[config.mk]
export PLATFORM = sky130hd
export DESIGN_NAME = fetch_unit
export DESIGN_NICKNAME = d
export VERILOG_FILES = /design/src/rtl/fetch_pkg.sv /design/src/rtl/fetch_buf.sv /design/src/rtl/fetch_unit.sv
export SDC_FILE = /design/constraint.sdc
export NUM_CORES = 1
export LEC_CHECK = 0
export ABC_CLOCK_PERIOD_IN_PS = 7450
export CAP_MARGIN = 20
export CORE_AREA = 2 2 218 177
export DETAILED_ROUTE_END_ITERATION = 8
export DIE_AREA = 0 0 220 179
export HOLD_SLACK_MARGIN = 0.1
export PLACE_DENSITY = 0.55
export SLEW_MARGIN = 0
export SYNTH_ARGS = -nofsm -noshare
export SYNTH_HDL_FRONTEND = slang
export SYNTH_SLANG_ARGS = --single-unit
[constraint.sdc]
create_clock -name clk -period 7.45 [get_ports clk]
set_input_delay 0.745 -clock clk [delete_from_list [all_inputs] [get_ports clk]]
set_output_delay 0.745 -clock clk [all_outputs]
set_load 0.02 [all_outputs]
[src/rtl/fetch_pkg.sv]
// Shared fetch-stage constants and types.
// Also holds the buffer credit check used by the PC issue logic.
package fetch_pkg;

    localparam int ADDR_W  = 32;
    localparam int INSTR_W = 32;
    localparam int PC_STEP = 1;

    localparam logic [ADDR_W-1:0]  RESET_PC  = '0;
    localparam logic [INSTR_W-1:0] NOP_INSTR = 32'hA800_0000;

    // Occupancy of the 2-entry fetch buffer (0..2).
    typedef logic [1:0] fb_cnt_t;

    // True when one more read can be issued without the buffer
    // ever having to drop a returning word: buffered words plus
    // the word already in flight, minus this cycle's pop, must
    // leave a free slot.
    function automatic logic fb_credit_ok(
        input fb_cnt_t count,
        input logic    inflight,
        input logic    pop
    );
        logic [2:0] used;
        used = {1'b0, count} + {2'b00, inflight} - {2'b00, pop};
        return used < 3'd2;
    endfunction

endpackage

[src/rtl/fetch_buf.sv]
// Two-entry {pc, instr} FIFO between instruction memory and decode.
// Ports: clk, rst_n, flush_i, push_i/push_pc_i/push_instr_i (write),
//        pop_i (consume head), valid_o/pc_o/instr_o (head), count_o.
module fetch_buf
    import fetch_pkg::*;
#(
    parameter int AW = 32,
    parameter int IW = 32
) (
    input  logic          clk,
    input  logic          rst_n,
    input  logic          flush_i,
    input  logic          push_i,
    input  logic [AW-1:0] push_pc_i,
    input  logic [IW-1:0] push_instr_i,
    input  logic          pop_i,
    output logic          valid_o,
    output logic [AW-1:0] pc_o,
    output logic [IW-1:0] instr_o,
    output fb_cnt_t       count_o
);

    logic [AW-1:0] head_pc_q, head_pc_d;
    logic [IW-1:0] head_instr_q, head_instr_d;
    logic [AW-1:0] tail_pc_q, tail_pc_d;
    logic [IW-1:0] tail_instr_q, tail_instr_d;
    fb_cnt_t       count_q, count_d;
    logic          do_pop;

    assign do_pop = pop_i & (count_q != 2'd0);

    // The head lives in a fixed register so that, once the buffer
    // drains, decode still sees the last word and its pc.
    always_comb begin
        head_pc_d    = head_pc_q;
        head_instr_d = head_instr_q;
        tail_pc_d    = tail_pc_q;
        tail_instr_d = tail_instr_q;
        count_d      = count_q;
        if (flush_i) begin
            count_d = 2'd0;
        end else begin
            unique case (count_q)
                2'd0: begin
                    if (push_i) begin
                        head_pc_d    = push_pc_i;
                        head_instr_d = push_instr_i;
                        count_d      = 2'd1;
                    end
                end
                2'd1: begin
                    if (push_i && do_pop) begin
                        head_pc_d    = push_pc_i;
                        head_instr_d = push_instr_i;
                    end else if (push_i) begin
                        tail_pc_d    = push_pc_i;
                        tail_instr_d = push_instr_i;
                        count_d      = 2'd2;
                    end else if (do_pop) begin
                        count_d = 2'd0;
                    end
                end
                2'd2: begin
                    // A push while full without a pop cannot occur:
                    // the issue credit rule reserves a slot first.
                    if (do_pop) begin
                        head_pc_d    = tail_pc_q;
                        head_instr_d = tail_instr_q;
                        if (push_i) begin
                            tail_pc_d    = push_pc_i;
                            tail_instr_d = push_instr_i;
                        end else begin
                            count_d = 2'd1;
                        end
                    end
                end
                default: begin
                    count_d = 2'd0;
                end
            endcase
        end
    end

    always_ff @(posedge clk or negedge rst_n) begin
        if (!rst_n) begin
            head_pc_q    <= '0;
            head_instr_q <= '0;
            tail_pc_q    <= '0;
            tail_instr_q <= '0;
            count_q      <= 2'd0;
        end else begin
            head_pc_q    <= head_pc_d;
            head_instr_q <= head_instr_d;
            tail_pc_q    <= tail_pc_d;
            tail_instr_q <= tail_instr_d;
            count_q      <= count_d;
        end
    end

    assign valid_o = (count_q != 2'd0);
    assign pc_o    = head_pc_q;
    assign instr_o = head_instr_q;
    assign count_o = count_q;

endmodule

[src/rtl/fetch_unit.sv]
// Instruction fetch stage: owns the PC, drives InstrMem, buffers
// returned words and hands them to decode over valid/ready.
// Ports: clk, rst_n, imem_addr/imem_instr (InstrMem),
//        redirect_valid/redirect_pc (taken branch from execute),
//        out_valid/out_instr/out_pc/out_ready (decode handshake).
module fetch_unit #(
    parameter int                ADDR_W   = fetch_pkg::ADDR_W,
    parameter int                INSTR_W  = fetch_pkg::INSTR_W,
    parameter logic [ADDR_W-1:0] RESET_PC = '0,
    parameter logic [ADDR_W-1:0] PC_STEP  = ADDR_W'(fetch_pkg::PC_STEP)
) (
    input  logic               clk,
    input  logic               rst_n,
    output logic [ADDR_W-1:0]  imem_addr,
    input  logic [INSTR_W-1:0] imem_instr,
    input  logic               redirect_valid,
    input  logic [ADDR_W-1:0]  redirect_pc,
    output logic               out_valid,
    output logic [INSTR_W-1:0] out_instr,
    output logic [ADDR_W-1:0]  out_pc,
    input  logic               out_ready
);

    import fetch_pkg::*;

    logic [ADDR_W-1:0] pc_q, pc_d;
    logic [ADDR_W-1:0] issued_pc_q;
    logic              inflight_q;
    logic              pop;
    logic              issue;
    logic              push;
    fb_cnt_t           count;

    // InstrMem reads every cycle; only cycles with issue=1 are
    // treated as real fetches.
    assign imem_addr = pc_q;

    assign pop   = out_valid & out_ready;
    assign issue = ~redirect_valid & fb_credit_ok(count, inflight_q, pop);

    // A word returning during a redirect belongs to the old path.
    assign push = inflight_q & ~redirect_valid;

    always_comb begin
        pc_d = pc_q;
        unique case (1'b1)
            redirect_valid: pc_d = redirect_pc;
            issue:          pc_d = pc_q + PC_STEP;
            default:        pc_d = pc_q;
        endcase
    end

    always_ff @(posedge clk or negedge rst_n) begin
        if (!rst_n) begin
            pc_q        <= RESET_PC;
            inflight_q  <= 1'b0;
            issued_pc_q <= '0;
        end else begin
            pc_q       <= pc_d;
            inflight_q <= issue;
            if (issue) begin
                issued_pc_q <= pc_q;
            end
        end
    end

    fetch_buf #(
        .AW (ADDR_W),
        .IW (INSTR_W)
    ) u_buf (
        .clk          (clk),
        .rst_n        (rst_n),
        .flush_i      (redirect_valid),
        .push_i       (push),
        .push_pc_i    (issued_pc_q),
        .push_instr_i (imem_instr),
        .pop_i        (pop),
        .valid_o      (out_valid),
        .pc_o         (out_pc),
        .instr_o      (out_instr),
        .count_o      (count)
    );

endmodule

# After elaboration in Yosys (flattened, before gate mapping)
# Index checks and enable logic that the tools add are counted.
op_classes:
  addsub: 3
  n_lt_le_gt_ge: 1
  eq_ne: 11
  mux: 25
  bitwise_logic: 5
  n_reduce_logical: 9
ops:
  columns: ["operator", "n"]
  rows:
  - ["two-way mux 32 bit", 12]
  - ["case mux 32 bit (2 select lines)", 3]
  - ["case mux 32 bit (3 select lines)", 2]
  - ["adder 32 x 1 -> 32 bit (second input constant)", 1]
  - ["two-way mux 2 bit", 7]
  - ["AND reduction 5 bit", 2]
  - ["inequality test 2 x 1 -> 1 bit (second input constant)", 3]
  - ["inequality test 3 x 2 -> 1 bit (second input constant)", 2]
  - ["inequality test 3 bit (second input constant)", 2]
  - ["case mux 2 bit (3 select lines)", 1]
  - ["nonzero test 2 bit", 3]
  - ["AND 1 bit", 4]
  - ["inequality test 4 x 2 -> 1 bit (second input constant)", 1]
  - ["AND reduction 4 bit", 1]
  - ["adder 2 x 1 -> 3 bit", 1]
  - ["less-than comparator 3 x 2 -> 1 bit (second input constant)", 1]
  - ["nonzero test 3 bit", 1]
  - ["subtractor 3 x 1 -> 3 bit", 1]
  - ["== test 2 x 1 -> 1 bit (second input constant)", 1]
  - ["== test 2 bit (second input constant)", 1]
  - ["zero test 2 bit", 1]
  - ["inequality test 2 bit (second input constant)", 1]
  - ["logical AND 1 bit", 1]
  - ["inverter 1 bit", 1]
word_totals:
  ff_bits: 195
  in_bits: 68
  out_inout_bits: 97

# Longest topological paths before layout
logic_depth:
  word_depth: 8
  ltp_mapped: 14
  mapped_depth_nobuf: 11

# Cells and area by module
# From an unflattened synthesis, not the netlist that was laid out.
hier_totals:
  cells_unflattened: 639
  area_unflattened_um2: 8973.6
modules_own_cells:
  columns: ["module", "n_inst", "cells_each", "area_per_inst_um2", "seq_area_each_um2"]
  rows:
  - ["fetch_buf", 1, 360, 5891.9, 3253.1]
  - ["fetch_unit", 1, 279, 3081.7, 1626.6]

# Worst setup path before layout
# Ideal clock, no wire load.
synth_timing:
  kind: "register -> register"
  from: "register u_buf.count_q[1] (netlist: u_buf.count_o[1])"
  to: "register pc_q[30] (netlist: imem_addr[30])"
  setup_ns: 0.141
  arrival_time_ns: 3.266
  t_required_ns: 7.309
  setup_slack_ns: 4.043
  path_stages_with_launch: 15
  synth_period_minus_slack_ns: 3.407
  path_cell_list: "dfrtp_1 -> inv_1 -> ha_1 -> nand2b_4 -> inv_1 -> ha_1 -> nand2b_1 -> fa_1 -> clkbuf_1 -> nand4_1 -> nand3b_1 -> clkbuf_1 -> clkbuf_1 -> o41ai_1 -> a31oi_1"
synth_via:
  elab_chain_len: 6
  word_cells_on_any_way: 8
synth_rtl:
  columns: ["element", "line", "text"]
  rows:
  - ["start: declaration", "fetch_buf.sv:27", "fb_cnt_t count_q, count_d;"]
  - ["start signal: assignment", "fetch_buf.sv:96", "count_q <= count_d;"]
  - ["parallel branches: the longest is 2 deep, another holds adder 2 x 1 -> 3 bit", null, null]
  - ["subtractor 3 x 1 -> 3 bit (*)", "fetch_pkg.sv:25", "used = {1'b0, count} + {2'b00, inflight} - {2'b00, pop};"]
  - ["less-than comparator 3 x 2 -> 1 bit (*)", "fetch_pkg.sv:26", "return used < 3'd2;"]
  - ["AND 1 bit (*)", "fetch_unit.sv:39", "assign issue = ~redirect_valid & fb_credit_ok(count, inflight_q, pop);"]
  - ["case mux 32 bit (2 select lines) or nonzero test 2 bit (tied branches)", null, null]
  - ["end signal: assignment", "fetch_unit.sv:59", "pc_q <= pc_d;"]
  - ["end: declaration", "fetch_unit.sv:26", "logic [ADDR_W-1:0] pc_q, pc_d;"]
# Every way passes the cells marked *.
# A chain may end at the register's enable or synchronous reset.

# Worst setup path after layout
layout_timing:
  from: "register u_buf.count_q[1] (netlist: u_buf.count_o[1])"
  to: "register pc_q[26] (netlist: imem_addr[26])"
# The elaborated chain is that of the path after synthesis.

==> results.ini <==
[cts]
cts_max_level = 4
cts_tree = yes
ctsResizeCount = 0
cts.sinks = 195
cts_setup_buffers = 0
holdBufCountCts = 0
cts_buffers = 17
cts_max_path_buffers = 2
cts.clk_slew.worst_paths_ns = 0.08
root_buffer = clkbuf_16
clk_latency_ns = 0.45

[finish]
antenna_cells = 0
drive_gt1_share_pct = 32.9
layout.nets = 894
area_growth_pct = 30.3
final_util_pct = 32.0
n_fill_cell = 3764

[grt]
grt_pass1_wl_microns = 36900
grt_max_degree = 74
antenna_found_initial = 0
grt_pass1_vias = 6105
grt_use_total_pct = 12.3
grt_overflow = 0

[routing]
drtIter0Drc = 285
totalWireLength_microns = 23500
first_pass_iters = 4
vias = 5998
route.detailed.drc = 0
vias_per_cell = 4.52
ant_nets = 0
wire_per_inst_microns = 17.7

[floorplan]
die-height_microns = 179
num_rows = 64
start_util_pct = 24.5
die_area_sq_um = 39400
ios = 165
dieWidth_microns = 220
core_sq_um = 37500

[worst_setup_path]
crit_arrival_ns = 4.41
crit_fanout = 20
cp-end-kind = flop
worstPathRequired_ns = 7.81
startpoint_type = flop
critPathKind = reg -> reg

[sta]
hold_viol_final = 0
tightestPinTransition_ns = 0.922
slew_violations = 0
period_needed_ns = 4.04
fin_tns_setup_ns = 0
fin_skew_ns = 0.00989
fin_crit_sh_pct = 54.3
max_slew_margin_pct = 38.6
finalSetupViolCount = 0
rsz0062_at_grt = no
fmax_ghz = 0.247

[synthesis]
synth_cell_type_count = 45
synth_nets = 743
ys_warn_count = 0
synth_enable_flop_cells = 0
synth_top_area_share_pct = 53.0
synth_top_cells_by_area = dfrtp_1 (53%), mux2_2 (20%), mux2_4 (9.8%)
async_reset_ff_share_pct = 100
synth_top_cell_by_area = dfrtp_1
seq_area_frac_synth_pct = 53.0
synth_cells = 668
ys_seq_elements = 195
syn-cell-area_sq_um = 9200
synthFlopType = dfrtp_1
synthTopCellsByCount = dfrtp_1 (195), mux2_2 (165), mux2_4 (60)
syn_area_per_cell_sq_um = 13.8
synth_most_common_cell = dfrtp_1

[flow_run]
drv_cap = 0

[power_and_ir_drop]
irDropWorstVdd_v = 0.000156
p_per_area_nw_per_um2 = 407
leakage_nw = 4.79
power_mw = 4.89

[outcome]
outcome = finished clean

[placement]
gp_congestion = 0.759
dp_hpwl_microns = 15300
io_buffers = 164

[min_path]
min_path_type = in -> async

## per-stage QoR
stage	hold slack (ns)	setup WS, ns	cells	cell area, sq um
after floorplan	0.449	4.04	668	9200
after global placement	0.483	3.22	1293	11300
after detailed placement	0.490	3.15	1293	11300
after CTS	0.337	3.35	1325	11900
after global routing	0.348	3.09	1327	12000
final	0.298	3.41	1327	12000
## report_power, final
part           internal, mW  switching, mW
registers              1.53          0.293
clock network         0.487          0.493
logic                  1.21          0.868
total                  3.23           1.65
## flip-flops by register name (all words and copies together), names as in the netlist
signal,flops
imem_addr,32
issued_pc_q,32
u_buf.instr_o,32
u_buf.pc_o,32
u_buf.tail_instr_q,32
u_buf.tail_pc_q,32
u_buf.count_o,2
inflight_q,1
## per-layer routing
layer,global-route usage [%],up-vias,share of wire (%)
li1,-,2771,-
met1,17.4,3085,49
met2,18.2,124,45
met3,3.49,18,4.9
met4,3.64,0,1.4
met5,0,-,0
## cells by family (layout without fill, tap and decap cells)
group                      count (synthesis)  in the layout  synth area share, %
muxes                                    228            228                 30.3
AOI/OAI and AO/OA                         58             58                 4.57
xor gates and xnor gates                  10             10                 1.03
buffers and inverters                     48            212                 2.61
adders and majority gates                  7              7                 1.03
DFF                                      195            195                 53.0
and+or+nand+nor                          122            122                 7.39
## final cells by class
class                           count  area, sq um  share of cell area, %
Clock inverter                     15          195                   1.63
Tap cell                          495          619                   5.17
Sequential cell                   195         4880                   40.7
Timing Repair Buffer              172         1740                   14.5
Clock buffer                       17          425                   3.55
Multi-Input combinational cell    425         4100                   34.2
Inverter                            8         30.0                  0.250
## worst max-delay path, stage by stage (launching register included)
cell	delay (ns)
dfrtp_1	0.56
inv_1	0.14
ha_1	0.24
nand2b_4	0.17
inv_1	0.09
ha_1	0.22
nand2b_1	0.15
fa_1	0.64
nand4_1	0.20
nand3b_1	0.66
or4_1	0.70
a31oi_1	0.18
## placed cells by master, fill, tap and decap left out, types with 7 or more instances in the layout
| cell type | Yosys | routed |
|---|---|---|
| inv_1 | 7 | 7 |
| or4_1 | 15 | 15 |
| o21ai_0 | 11 | 11 |
| mux2_4 | 60 | 60 |
| nor2_1 | 22 | 21 |
| dfrtp_1 | 195 | 195 |
| nand2_1 | 24 | 24 |
| o31ai_1 | 13 | 13 |
| mux2_2 | 165 | 165 |
| a31oi_1 | 16 | 16 |
| nand3_1 | 13 | 13 |
| clkdlybuf4s50_1 | 0 | 163 |
| clkbuf_16 | 0 | 17 |
| nand4_1 | 13 | 13 |
## worst paths after layout
check | from | endpoint | slack (ns) | cells after the start
max | u_buf.count_o[1]$_DFFE_PN0P_ | imem_addr[26]$_DFFE_PN0P_ | 3.41 | 11
min | rst_n | u_buf.pc_o[30]$_DFFE_PN0P_ | 0.30 | 1
max reg2reg | u_buf.count_o[1]$_DFFE_PN0P_ | imem_addr[26]$_DFFE_PN0P_ | 3.41 | 11
min reg2reg | u_buf.tail_instr_q[4]$_DFFE_PN0P_ | u_buf.tail_instr_q[4]$_DFFE_PN0P_ | 0.51 | 1
max in group asynchronous | rst_n | u_buf.pc_o[1]$_DFFE_PN0P_ | 5.74 | 2
min in group clk | u_buf.tail_instr_q[4]$_DFFE_PN0P_ | u_buf.tail_instr_q[4]$_DFFE_PN0P_ | 0.51 | 1
(Power assumes the default switching activity.)
